===== src/rtl/sram16_bridge.sv =====
// 32-bit SoC bus to 16-bit asynchronous SRAM bridge. Each word access is split
// into up to two big-endian halfword phases: a setup cycle, then WAIT_STATES+1 strobe cycles.
module sram16_bridge #(
  parameter int WAIT_STATES = 1
) (
  input  logic        I_clk,
  input  logic        I_rst_n,
  input  logic        I_mem_sel,
  input  logic [29:0] I_mem_address,
  input  logic [3:0]  I_mem_byte_we,
  input  logic [31:0] I_mem_data_write,
  output logic [31:0] O_mem_data_read,
  output logic        O_mem_pause,
  output logic [19:0] O_sram_addr,
  output logic [15:0] O_sram_data_out,
  input  logic [15:0] I_sram_data_in,
  output logic        O_sram_data_oe,
  output logic        O_sram_ce_n,
  output logic        O_sram_oe_n,
  output logic        O_sram_we_n,
  output logic        O_sram_ub_n,
  output logic        O_sram_lb_n,
  output logic [1:0]  O_dbg_state
);

  // SoC handshake: I_mem_sel high in IDLE is a request. The SoC holds its bus
  // cycle while O_mem_pause is high; the first cycle with pause low completes it.
  typedef enum logic [1:0] {
    ST_IDLE = 2'd0,
    ST_H0   = 2'd1,
    ST_H1   = 2'd2,
    ST_DONE = 2'd3
  } state_t;

  localparam logic [3:0] LAST_STROBE = 4'(WAIT_STATES);

  state_t      state;
  logic [3:0]  cnt;
  logic        strobe;
  logic [18:0] lat_addr;
  logic [3:0]  lat_we;
  logic [31:0] lat_wd;
  logic [15:0] rd_hi;
  logic        lat_write;
  logic        unused_addr_hi;

  assign lat_write      = |lat_we;
  assign unused_addr_hi = ^I_mem_address[29:19];
  assign O_dbg_state    = state;
  assign O_mem_pause    = ((state == ST_IDLE) && I_mem_sel) ||
                          (state == ST_H0) || (state == ST_H1);

  always_ff @(posedge I_clk or negedge I_rst_n) begin
    if (!I_rst_n) begin
      state           <= ST_IDLE;
      cnt             <= '0;
      strobe          <= 1'b0;
      lat_addr        <= '0;
      lat_we          <= '0;
      lat_wd          <= '0;
      rd_hi           <= '0;
      O_mem_data_read <= '0;
      O_sram_addr     <= '0;
      O_sram_data_out <= '0;
      O_sram_data_oe  <= 1'b0;
      O_sram_ce_n     <= 1'b1;
      O_sram_oe_n     <= 1'b1;
      O_sram_we_n     <= 1'b1;
      O_sram_ub_n     <= 1'b1;
      O_sram_lb_n     <= 1'b1;
    end else begin
      case (state)
        ST_IDLE: begin
          cnt            <= '0;
          strobe         <= 1'b0;
          O_sram_ce_n    <= 1'b1;
          O_sram_oe_n    <= 1'b1;
          O_sram_we_n    <= 1'b1;
          O_sram_ub_n    <= 1'b1;
          O_sram_lb_n    <= 1'b1;
          O_sram_data_oe <= 1'b0;
          if (I_mem_sel) begin
            lat_addr       <= I_mem_address[18:0];
            lat_we         <= I_mem_byte_we;
            lat_wd         <= I_mem_data_write;
            O_sram_ce_n    <= 1'b0;
            O_sram_data_oe <= |I_mem_byte_we;
            // A write touching only the low halfword starts directly in H1.
            if ((|I_mem_byte_we) && (I_mem_byte_we[3:2] == 2'b00)) begin
              state           <= ST_H1;
              O_sram_addr     <= {I_mem_address[18:0], 1'b1};
              O_sram_data_out <= I_mem_data_write[15:0];
              O_sram_ub_n     <= ~I_mem_byte_we[1];
              O_sram_lb_n     <= ~I_mem_byte_we[0];
            end else begin
              state           <= ST_H0;
              O_sram_addr     <= {I_mem_address[18:0], 1'b0};
              O_sram_data_out <= I_mem_data_write[31:16];
              O_sram_ub_n     <= (|I_mem_byte_we) & ~I_mem_byte_we[3];
              O_sram_lb_n     <= (|I_mem_byte_we) & ~I_mem_byte_we[2];
            end
          end
        end

        ST_H0, ST_H1: begin
          if (!strobe) begin
            strobe <= 1'b1;
            cnt    <= '0;
            if (lat_write) O_sram_we_n <= 1'b0;
            else           O_sram_oe_n <= 1'b0;
          end else if (cnt != LAST_STROBE) begin
            cnt <= cnt + 4'd1;
          end else begin
            strobe      <= 1'b0;
            cnt         <= '0;
            O_sram_oe_n <= 1'b1;
            O_sram_we_n <= 1'b1;
            if ((state == ST_H0) && (!lat_write || (lat_we[1:0] != 2'b00))) begin
              if (!lat_write) rd_hi <= I_sram_data_in;
              state           <= ST_H1;
              O_sram_addr     <= {lat_addr, 1'b1};
              O_sram_data_out <= lat_wd[15:0];
              O_sram_ub_n     <= lat_write & ~lat_we[1];
              O_sram_lb_n     <= lat_write & ~lat_we[0];
            end else begin
              // The read word is only published once both halves are in.
              if ((state == ST_H1) && !lat_write) O_mem_data_read <= {rd_hi, I_sram_data_in};
              state          <= ST_DONE;
              O_sram_ce_n    <= 1'b1;
              O_sram_data_oe <= 1'b0;
              O_sram_ub_n    <= 1'b1;
              O_sram_lb_n    <= 1'b1;
            end
          end
        end

        ST_DONE: begin
          state <= ST_IDLE;
        end

        default: begin
          state <= ST_IDLE;
        end
      endcase
    end
  end

endmodule


===== config.mk =====
export PLATFORM = sky130hd
export DESIGN_NAME = sram16_bridge
export DESIGN_NICKNAME = d
export VERILOG_FILES = /design/src/rtl/sram16_bridge.sv
export SDC_FILE = /design/constraint.sdc
export NUM_CORES = 1
export LEC_CHECK = 0
export ABC_AREA = 1
export CORE_MARGIN = 5
export CORE_UTILIZATION = 53
export CTS_CLUSTER_DIAMETER = 150
export CTS_CLUSTER_SIZE = 8
export DETAILED_ROUTE_END_ITERATION = 7
export HOLD_SLACK_MARGIN = 0.03
export MAX_ROUTING_LAYER = met4
export PLACE_DENSITY = 0.85
export SYNTH_ARGS = -nofsm -noshare
export SYNTH_HDL_FRONTEND = slang
export SYNTH_SLANG_ARGS = --single-unit

===== constraint.sdc =====
create_clock -name I_clk -period 4.3 [get_ports I_clk]
set_input_delay 1.075 -clock I_clk [delete_from_list [all_inputs] [get_ports I_clk]]
set_output_delay 1.075 -clock I_clk [all_outputs]
set_load 0.1 [all_outputs]

# Yosys cells after proc, flatten, opt, wreduce, memory -nomap -nowiden
# Cells that the tools add are included.
[classes] addsub=1 multipliers=0 div_mod_pow=0 order_cmp=0 n_eq_ne=12 shift=0 n_mux=53 n_bitwise=13 reduce_logical=24
[ops] operator="$mux W16" count=5
[ops] operator="$mux W20" count=4
[ops] operator="$pmux W20 S2" count=1
[ops] operator="$pmux W16 S2" count=1
[ops] operator="$mux W1" count=27
[ops] operator="$reduce_and A5 Y1" count=3
[ops] operator="$pmux W1 S2" count=7
[ops] operator="$reduce_and A3 Y1" count=4
[ops] operator="$ne A2 B2 Y1 const B" count=5
[ops] operator="$ne A3 B3 Y1 const B" count=3
[ops] operator="$not A1 Y1" count=9
[ops] operator="$mux W2" count=4
[ops] operator="$mux W4" count=2
[ops] operator="$pmux W4 S2" count=1
[ops] operator="$reduce_or A4 Y1" count=2
[ops] operator="$pmux W2 S3" count=1
[ops] operator="$add A4 B1 Y4 const B" count=1
[ops] operator="$and A1 B1 Y1" count=4
[ops] operator="$eq A2 B2 Y1 const B" count=2
[ops] operator="$logic_and A1 B1 Y1" count=4
[ops] operator="$logic_not A2 Y1" count=2
[ops] operator="$ne A4 B1 Y1 const B" count=1
[ops] operator="$reduce_and A4 Y1" count=1
[ops] operator="$reduce_bool A2 Y1" count=2
[ops] operator="other kinds (5)" count=7
[word_totals] regBits=136 latch_bits=0 mem_bits_rw=0 rom_bits=0 input_bits=85 output_inout_bits=77 wordCells=119 memories=0

# Longest topological paths before layout
# Gate-level depths: netlist (run 1).
[logic_depth] word_depth=8 ltp_mapped=10 depth_no_buf=9

# Worst setup path after synthesis (run 1)
# Ideal clock, no wire load.
[synth_path] kind="register to output" from="reg state[0] (netlist: O_dbg_state[0])" to="out O_mem_pause" t_arrival_ns=2.425 required_ns=3.225 setup_slack_ns=0.800 stages_incl_launch_ff=6 n_path_buf=1 path_cell_list="dfrtp_1 > inv_1 > ha_1 > nand2_1 > clkbuf_1 > nand2_1"
[synth_via] elab_chain_len=4 word_cells_on_any_way=6 classes_between="eq/ne: 2; reduce/logical: 4"
[synth_lines] element="start: declaration" line="37" rtl="state_t state;"
[synth_lines] element="start signal: assignment" line="55" rtl="state <= ST_IDLE;"
[synth_lines] element="start signal: assignment" line="90" rtl="state <= ST_H1;"
[synth_lines] element="start signal: assignment" line="96" rtl="state <= ST_H0;"
[synth_lines] element="$logic_not A2 Y1" line="50" rtl="assign O_mem_pause = ((state == ST_IDLE) && I_mem_sel) ||"
[synth_lines] element="$logic_and A1 B1 Y1" line="50"
[synth_lines] element="$logic_or A1 B1 Y1" line="50"
[synth_lines] element="$logic_or A1 B1 Y1 (*)" line="51" rtl="(state == ST_H0) || (state == ST_H1);"
[synth_lines] element="end: declaration" line="13" rtl="output logic O_mem_pause,"
# Every way passes the cells marked *; elsewhere a longest branch is shown, timed or not.

# Final worst setup path (run 1)
[layout_path] from="reg O_sram_ce_n" to="out O_sram_ce_n"
[layout_rtl] element="start: declaration" line="18" rtl="output logic O_sram_ce_n,"
[layout_rtl] element="start signal: assignment" line="66" rtl="O_sram_ce_n <= 1'b1;"
[layout_rtl] element="start signal: assignment" line="76" rtl="O_sram_ce_n <= 1'b1;"
[layout_rtl] element="start signal: assignment" line="86" rtl="O_sram_ce_n <= 1'b0;"
# No word-level cell between the ends.

==> results of run 1 <==
==> final cells by class <==
type / instances / area [µm²] / area share, %
inverter: 74 / 278 / 3.24
sequential: 136 / 3410 / 39.8
multi-input combinational: 546 / 2490 / 29.1
clock inverter: 13 / 191 / 2.23
timing repair buffer: 157 / 1570 / 18.3
tap: 147 / 184 / 2.15
clock buffer: 19 / 453 / 5.28
==> cells by family (layout without fill, tap and decap cells) <==
family	count (synthesis)	in the layout	share of synthesized area, %
AO/OA/AOI/OAI	74	74	6.21
XOR/XNOR	3	3	0.410
adder cells (fa/ha/maj)	8	8	1.56
buffers and inverters	117	263	7.93
flip-flops	136	136	53.2
AND/OR/NAND/NOR	461	461	30.6
==> stage by stage <==
stage          hold slack [ns]  util [%]
5_1_grt                  0.492      72.0
3_5_place_dp             0.454      66.6
3_3_place_gp             0.447      66.6
6_report                 0.458      72.0
2_1_floorplan            0.443         -
4_1_cts                  0.463      72.0
==> how the worst min path moves through the flow <==
stage | endpoint | depth (start not counted) | startpoint | slack [ns]
global placement | O_sram_we_n | 2 | O_sram_we_n | 0.45
detailed placement | O_sram_oe_n | 2 | O_sram_oe_n | 0.45
floorplan | rd_hi[0] | 2 | rd_hi[0] | 0.44
CTS | O_sram_oe_n | 2 | O_sram_oe_n | 0.46
global route | O_mem_data_read[4] | 2 | O_mem_data_read[4] | 0.49
finish | O_sram_oe_n | 2 | O_sram_oe_n | 0.46
==> sequential cells by signal, indices dropped and copies added (netlist names), 4 cells and up <==
signal,count
cnt,4
rd_hi,16
lat_wd,16
lat_we,4
O_mem_data_read,32
O_sram_addr,20
O_sram_data_out,16
lat_addr,19
==> synthesized netlist by cell type, drive strengths merged <==
| library cell | number |
|---|---|
| nand2 | 334 |
| dfrtp | 131 |
| nand3 | 87 |
| inv | 74 |
| o21ai | 64 |
| buf | 29 |
| nand4 | 23 |
| nor2 | 17 |
| clkbuf | 14 |
| a21oi | 8 |
| ha | 8 |
| dfstp | 5 |
| xor2 | 3 |
| o21a | 1 |
| o31ai | 1 |
==> metal layers <==
| metal | vias to the layer above | GRT usage [%] | routed length (µm) |
|---|---|---|---|
| met5 | - | - | 0 |
| met4 | 0 | 10.5 | 332 |
| met3 | 33 | 6.46 | 1020 |
| met2 | 202 | 40.6 | 8410 |
| met1 | 2692 | 29.6 | 6910 |
| li1 | 2789 | - | - |
==> impl_metrics.env, run 1 <==
export IMPL_cts_setup_buffers=0
export IMPL_via_per_inst=5.23
export IMPL_required_ns=3.22
export IMPL_crit_fanout=2
export IMPL_drt_wl_total_mm=16.7
export IMPL_r2r_start="O_dbg_state[1]"
export IMPL_drt_iter0_markers=516
export IMPL_critPathCaptureType="output pin"
export IMPL_place_area_mm2=0.00793
export IMPL_preCtsSetupSlack_ns=1.15
export IMPL_r2r_end="O_mem_data_read[18]"
export IMPL_max_stage_delay_ns=1.16
export IMPL_rr_worst_depth=8
export IMPL_setup_viol=0
export IMPL_min_period_ns=3.20
export IMPL_rrSetupSlack_ns=1.24
export IMPL_fin_crit_sh_pct=74.5
export IMPL_layout_commonest_cell="nand2_1"
export IMPL_relSlewSlack_pct=19.9
export IMPL_critPathBufInv=1
export IMPL_setup_ws_ns=1.10
export IMPL_cp_num_cells=1
export IMPL_synth_top_area_cell="dfrtp_1"
export IMPL_numPortBuffers=150
export IMPL_num_antenna_cells=0
export IMPL_cts_root_buf="clkbuf_16"
export IMPL_crit_path_start="O_sram_ce_n"
export IMPL_grt_first_pass_wirelength_mm=28.0
export IMPL_antenna_found_initial=0
export IMPL_place_inst=1060
export IMPL_cts_buffers=17
export IMPL_clk_pin_slew_ns=0.06
export IMPL_worstPathArrival_ns=2.13
export IMPL_drv_cap=0
export IMPL_synthToLayoutAreaGrowth_pct=33.9
export IMPL_overflow=0
export IMPL_start_util_pct=53.8
export IMPL_synth_distinct_cells=26
export IMPL_synth_top_area_share_pct=51.2
export IMPL_clk_latency_ns=0.43
export IMPL_drive_gt1_share_pct=6.67
export IMPL_cts_resized=0
export IMPL_hold_buffers=0
export IMPL_hold_viol=0
export IMPL_syn_num_nets=892
export IMPL_crit_family="buffers and inverters"
export IMPL_status="complete, no violations"
export IMPL_clockBufferDepth=2
export IMPL_first_pass_iters=5
export IMPL_finalClockSkew_ns=0.0148
export IMPL_grt_pass1_vias=5789
export IMPL_die_w_um=120
export IMPL_worstMarginPinSlew_ns=1.20
export IMPL_cts_tree="done"
export IMPL_setup_worst_path_end="O_sram_ce_n"
export IMPL_vias=5716
export IMPL_synth_seq_cells=136
export IMPL_maxSlewViolCount=0
export IMPL_fillerInstances=908
export IMPL_synthTopCellsByArea="dfrtp_1 (51%), nand2_1 (19%), nand3_1 (6.6%)"
export IMPL_die_area_mm2=0.0144
export IMPL_layout_cells_non_filler=1092
export IMPL_grt_max_degree=94
export IMPL_fin_tns_setup_ns=0
export IMPL_layout_nets=1025
export IMPL_critical_path_class="reg2out"
export IMPL_cp_start_kind="flip-flop"
export IMPL_dpl_hpwl_mm=10.8
export IMPL_cts_sinks=136
export IMPL_gp_congestion=0.845
export IMPL_min_path_type="reg2reg"
export IMPL_postSynthCellCount=799
export IMPL_final_cell_mix="nand2_1 (329), clkdlybuf4s50_1 (148), dfrtp_1 (131), nand3_1 (84), inv_1 (73)"
export IMPL_drc_errors=0
export IMPL_seq_area_frac_synth_pct=53.2
export IMPL_grt_usage_pct=25.0
export IMPL_syn_area_mm2=0.00640
export IMPL_cp_slowest_cell="clkdlybuf4s50_1"
export IMPL_ant_nets=0
export IMPL_syn_area_per_cell_um2=8.01
export IMPL_path_cells="clkdlybuf4s50_1"
export IMPL_synth_warning_count=0
export IMPL_rsz0062_at_grt="no"
export IMPL_io_pins=162
export IMPL_design_core_area_mm2=0.0119
export IMPL_wl_per_cell_um=15.3
export IMPL_core_rowCount=40
export IMPL_fmax_mhz=312
export IMPL_cts_htree_levels=4
export IMPL_fp_dieH_um=120
export IMPL_fin_area_mm2=0.00857
Power of run 1 is left out: the tool's default activity adds up to more than one toggle a clock period on the data nets, which glitch-free logic cannot reach.
==> run 2, diff against run 1 <==
--- a/config.mk
+++ b/config.mk
@@ -7,13 +7,13 @@
 export LEC_CHECK = 0
 export ABC_AREA = 1
 export CORE_MARGIN = 5
-export CORE_UTILIZATION = 53
+export CORE_UTILIZATION = 49
 export CTS_CLUSTER_DIAMETER = 150
 export CTS_CLUSTER_SIZE = 8
 export DETAILED_ROUTE_END_ITERATION = 7
 export HOLD_SLACK_MARGIN = 0.03
 export MAX_ROUTING_LAYER = met4
-export PLACE_DENSITY = 0.85
+export PLACE_DENSITY = 0.8
 export SYNTH_ARGS = -nofsm -noshare
 export SYNTH_HDL_FRONTEND = slang
 export SYNTH_SLANG_ARGS = --single-unit
==> constraint.sdc (replaced) <==
create_clock -name I_clk -period 3.1 [get_ports I_clk]
set_input_delay 0.775 -clock I_clk [delete_from_list [all_inputs] [get_ports I_clk]]
set_output_delay 0.775 -clock I_clk [all_outputs]
set_load 0.1 [all_outputs]
==> impl_metrics.env, run 2 (synthesis gave the netlist of run 1 again) <==
export IMPL_status="complete, no violations"
export IMPL_first_pass_iters=5
export IMPL_min_path_type="in2async"
export IMPL_cts_root_buf="clkbuf_16"
export IMPL_die_area_mm2=0.0155
export IMPL_whs_ns=0.340
export IMPL_max_stage_delay_ns=0.52
export IMPL_start_util_pct=50.3
export IMPL_hold_viol=0
export IMPL_num_antenna_cells=0
export IMPL_cp_start_kind="input pin"
export IMPL_setup_viol=0
export IMPL_grt_usage_pct=22.1
export IMPL_cts_sinks=136
export IMPL_r2r_start="O_dbg_state[1]"
export IMPL_worstMarginPinSlew_ns=0.704
export IMPL_via_per_inst=5.05
export IMPL_layout_nets=1031
export IMPL_drt_iter0_markers=564
export IMPL_hold_buffers=0
export IMPL_die_w_um=124
export IMPL_r2r_end="O_mem_data_read[30]"
export IMPL_fin_crit_sh_pct=78.8
export IMPL_rr_worst_depth=7
export IMPL_clockBufferDepth=2
export IMPL_grt_first_pass_wirelength_mm=27.5
export IMPL_reg_top3="O_mem_data_read x32, O_sram_addr x20, lat_addr x19"
export IMPL_cts_buffers=17
export IMPL_final_cell_mix="nand2_1 (329), dfrtp_1 (129), buf_4 (89), nand3_1 (84), inv_1 (73)"
export IMPL_grt_pass1_vias=5630
export IMPL_ant_nets=0
export IMPL_critPathCaptureType="output pin"
export IMPL_cts_htree_levels=4
export IMPL_antenna_found_initial=0
export IMPL_io_pins=162
export IMPL_wl_met3_um=937
export IMPL_gp_congestion=0.802
export IMPL_dpl_hpwl_mm=10.9
export IMPL_vias=5668
export IMPL_cts_tree="done"
export IMPL_setup_ws_ns=0.656
export IMPL_drv_cap=0
export IMPL_required_ns=2.32
export IMPL_numPortBuffers=150
export IMPL_grt_max_degree=79
export IMPL_fillerInstances=1072
export IMPL_preCtsSetupSlack_ns=0.658
export IMPL_path_cells="clkdlybuf4s50_1 -> nand2_2 -> nand2_1 -> buf_12"
export IMPL_rrSetupSlack_ns=0.83
export IMPL_cts_setup_buffers=0
export IMPL_fin_tns_setup_ns=0
export IMPL_design_core_area_mm2=0.0127
export IMPL_dr_max_layer_used="met4"
export IMPL_drive_gt1_share_pct=15.5
export IMPL_cp_slowest_cell="clkdlybuf4s50_1"
export IMPL_met1_length_mm=7.19
export IMPL_relSlewSlack_pct=53.0
export IMPL_wl_per_cell_um=14.5
export IMPL_layout_commonest_cell="nand2_1"
export IMPL_regMostFlops="O_mem_data_read"
export IMPL_finalClockSkew_ns=0.0112
export IMPL_clk_latency_ns=0.43
export IMPL_drt_wl_total_mm=16.3
export IMPL_fmax_mhz=409
export IMPL_maxSlewViolCount=0
export IMPL_wl_met2_mm=7.89
export IMPL_worstPathArrival_ns=1.67
export IMPL_clk_pin_slew_ns=0.06
export IMPL_fp_dieH_um=124
export IMPL_core_rowCount=41
export IMPL_drc_errors=0
export IMPL_cts_resized=0
export IMPL_largest_reg_flops=32
export IMPL_overflow=0
export IMPL_min_period_ns=2.44
export IMPL_critical_path_class="in2out"
export IMPL_rsz0062_at_grt="no"
export IMPL_synthToLayoutAreaGrowth_pct=31.5
export IMPL_crit_fanout=3
run 2: worst max-delay path by stage:
| stage | start | end | depth (start not counted) |
|---|---|---|---|
| floorplan | O_dbg_state[0] | O_mem_pause | 5 |
| global placement | I_mem_sel | O_mem_pause | 4 |
| detailed placement | I_mem_sel | O_mem_pause | 4 |
| CTS | I_mem_sel | O_mem_pause | 4 |
| global route | I_mem_sel | O_mem_pause | 4 |
| finish | I_mem_sel | O_mem_pause | 4 |
run 2: per-stage QoR:
stage	area [µm²]	std cells	util, %
final	8420	1123	66.2
after global routing	8420	1123	66.2
after CTS	8420	1123	66.2
after detailed placement	7820	1091	61.4
after global placement	7820	1091	61.4
after floorplan	6410	799	-
run 2: final cells by class:
cell class	instances	area [µm²]	area share, %
Sequential cell	136	3410	40.5
Clock inverter	14	163	1.93
Tap cell	172	215	2.56
Timing Repair Buffer	163	1420	16.9
Multi-Input combinational cell	546	2490	29.6
Clock buffer	18	439	5.22
Inverter	74	278	3.30
run 2: critical path: cells and delay by family:
kind,cells,cell delay (ns)
buffers and inverters,2,0.70
AND/OR/NAND/NOR,2,0.19
run 2: metal layers:
metal / global-route usage (%) / up-vias
li1: - / 2803
met1: 28.0 / 2650
met2: 34.7 / 187
met3: 5.53 / 28
met4: 7.80 / 0
met5: - / -
Power of run 2 is left out for the same reason.
==> run 3, diff against run 2 <==
==> constraint.sdc (replaced) <==
create_clock -name I_clk -period 2.4 [get_ports I_clk]
set_input_delay 0.6 -clock I_clk [delete_from_list [all_inputs] [get_ports I_clk]]
set_output_delay 0.6 -clock I_clk [all_outputs]
set_load 0.1 [all_outputs]
==> impl_metrics.env, run 3 (synthesis gave the netlist of run 1 again) <==
export IMPL_status="complete, no violations"
export IMPL_numPortBuffers=150
export IMPL_register_area_mm2=0.00342
export IMPL_num_antenna_cells=0
export IMPL_relSlewSlack_pct=55.2
export IMPL_fmax_mhz=453
export IMPL_worstMarginPinSlew_ns=0.671
export IMPL_r2r_start="O_dbg_state[0]"
export IMPL_grt_max_degree=79
export IMPL_cts_htree_levels=4
export IMPL_regMostFlops="O_mem_data_read"
export IMPL_utilization_pct=66.7
export IMPL_synthToLayoutAreaGrowth_pct=32.5
export IMPL_setup_ws_ns=0.191
export IMPL_cp_slowest_cell="dfrtp_4"
export IMPL_drive_gt1_share_pct=16.0
export IMPL_fin_tns_setup_ns=0
export IMPL_reg_top3="O_mem_data_read x32, O_sram_addr x20, lat_addr x19"
export IMPL_finalClockSkew_ns=0.00888
export IMPL_multi_input_area_mm2=0.00249
export IMPL_cp_start_kind="flip-flop"
export IMPL_grt_first_pass_wirelength_mm=26.4
export IMPL_critPathCaptureType="output pin"
export IMPL_max_stage_delay_ns=0.49
export IMPL_layout_commonest_cell="nand2_1"
export IMPL_grt_pass1_vias=5442
export IMPL_crit_fanout=5
export IMPL_clk_pin_slew_ns=0.06
export IMPL_overflow=0
export IMPL_r2r_end="O_sram_addr[14]"
export IMPL_hold_viol=0
export IMPL_final_cell_mix="nand2_1 (328), dfrtp_1 (129), buf_4 (92), nand3_1 (84), inv_1 (73)"
export IMPL_cts_tree="done"
export IMPL_largest_reg_flops=32
export IMPL_min_path_type="in2async"
export IMPL_io_pins=162
export IMPL_rrSetupSlack_ns=0.23
export IMPL_die_area_mm2=0.0155
export IMPL_die_w_um=124
export IMPL_hold_buffers=0
export IMPL_start_util_pct=50.3
export IMPL_cts_resized=0
export IMPL_rr_worst_depth=8
export IMPL_crit_top_cell="nand2_2"
export IMPL_preCtsSetupSlack_ns=0.230
export IMPL_clk_latency_ns=0.42
export IMPL_drt_iter0_markers=438
export IMPL_drv_cap=0
export IMPL_drc_errors=0
export IMPL_cts_setup_buffers=0
export IMPL_dpl_hpwl_mm=10.9
export IMPL_design_core_area_mm2=0.0127
export IMPL_via_per_inst=4.99
export IMPL_rsz0062_at_grt="no"
export IMPL_cts_root_buf="clkbuf_16"
export IMPL_ant_nets=0
export IMPL_grt_usage_pct=21.4
export IMPL_fin_crit_sh_pct=92.0
export IMPL_vias=5639
export IMPL_core_rowCount=41
export IMPL_drt_wl_total_mm=15.7
export IMPL_cts_sinks=136
export IMPL_first_pass_iters=7
export IMPL_maxSlewViolCount=0
export IMPL_clockBufferDepth=2
export IMPL_cts_buffers=17
export IMPL_required_ns=1.80
export IMPL_gp_congestion=0.845
export IMPL_fp_dieH_um=124
export IMPL_setup_viol=0
export IMPL_path_cells="inv_1 -> ha_2 -> nand2_2 -> nand2_2 -> buf_12"
export IMPL_wl_per_cell_um=13.9
export IMPL_antenna_found_initial=0
export IMPL_fillerInstances=1061
export IMPL_critical_path_class="reg2out"
export IMPL_worstPathArrival_ns=1.61
export IMPL_min_period_ns=2.21
export IMPL_layout_nets=1037
## run 3: cell count changes in the layout (fill, tap and decap cells not counted), moves of 2 or more
cell / before / now
dfrtp_4: 0 / 2
inv_6: 6 / 2
dfrtp_2: 2 / 0
buf_4: 89 / 92
clkinv_2: 0 / 3
clkinv_4: 1 / 4
buf_12: 1 / 4
## run 3: cell type report
type	count	area share, %
Inverter	74	3.27
Tap cell	172	2.54
Sequential cell	136	40.3
Timing Repair Buffer	169	17.7
Multi-Input combinational cell	546	29.4
Clock inverter	14	1.77
Clock buffer	18	5.06
## run 3: worst max path at each step
stage	start	depth (start not counted)	end	slack (ns)
after detailed placement	O_dbg_state[0]	8	O_sram_data_out[6]	0.23
after CTS	O_dbg_state[0]	5	O_mem_pause	0.17
after global routing	O_dbg_state[0]	8	O_sram_addr[15]	0.07
after global placement	I_mem_sel	6	O_sram_data_out[14]	0.28
after floorplan	O_dbg_state[0]	5	O_mem_pause	0.04
final	O_dbg_state[0]	5	O_mem_pause	0.19
## run 3: layer usage
metal / track usage [%] / share of wire, %
met5: - / 0
met4: 7.29 / 1.8
met3: 5.75 / 6.0
met2: 33.8 / 48
met1: 26.7 / 44
## run 3: worst max-delay path, delay by kind of cell, from the launching register on
kind	cells	cell delay [ns]
fa+ha+maj	1	0.23
simple gates	2	0.15
flops	1	0.49
buf+inv	2	0.32
## run 3: stage by stage
stage               area [µm²]  std cells  hold WS, ns
floorplan                 6410        799        0.304
global placement          7910       1097        0.449
detailed placement        7910       1097        0.454
CTS                       8490       1129       0.0991
global route              8490       1129        0.119
finish                    8490       1129       0.0980
Power of run 3 is left out for the same reason.
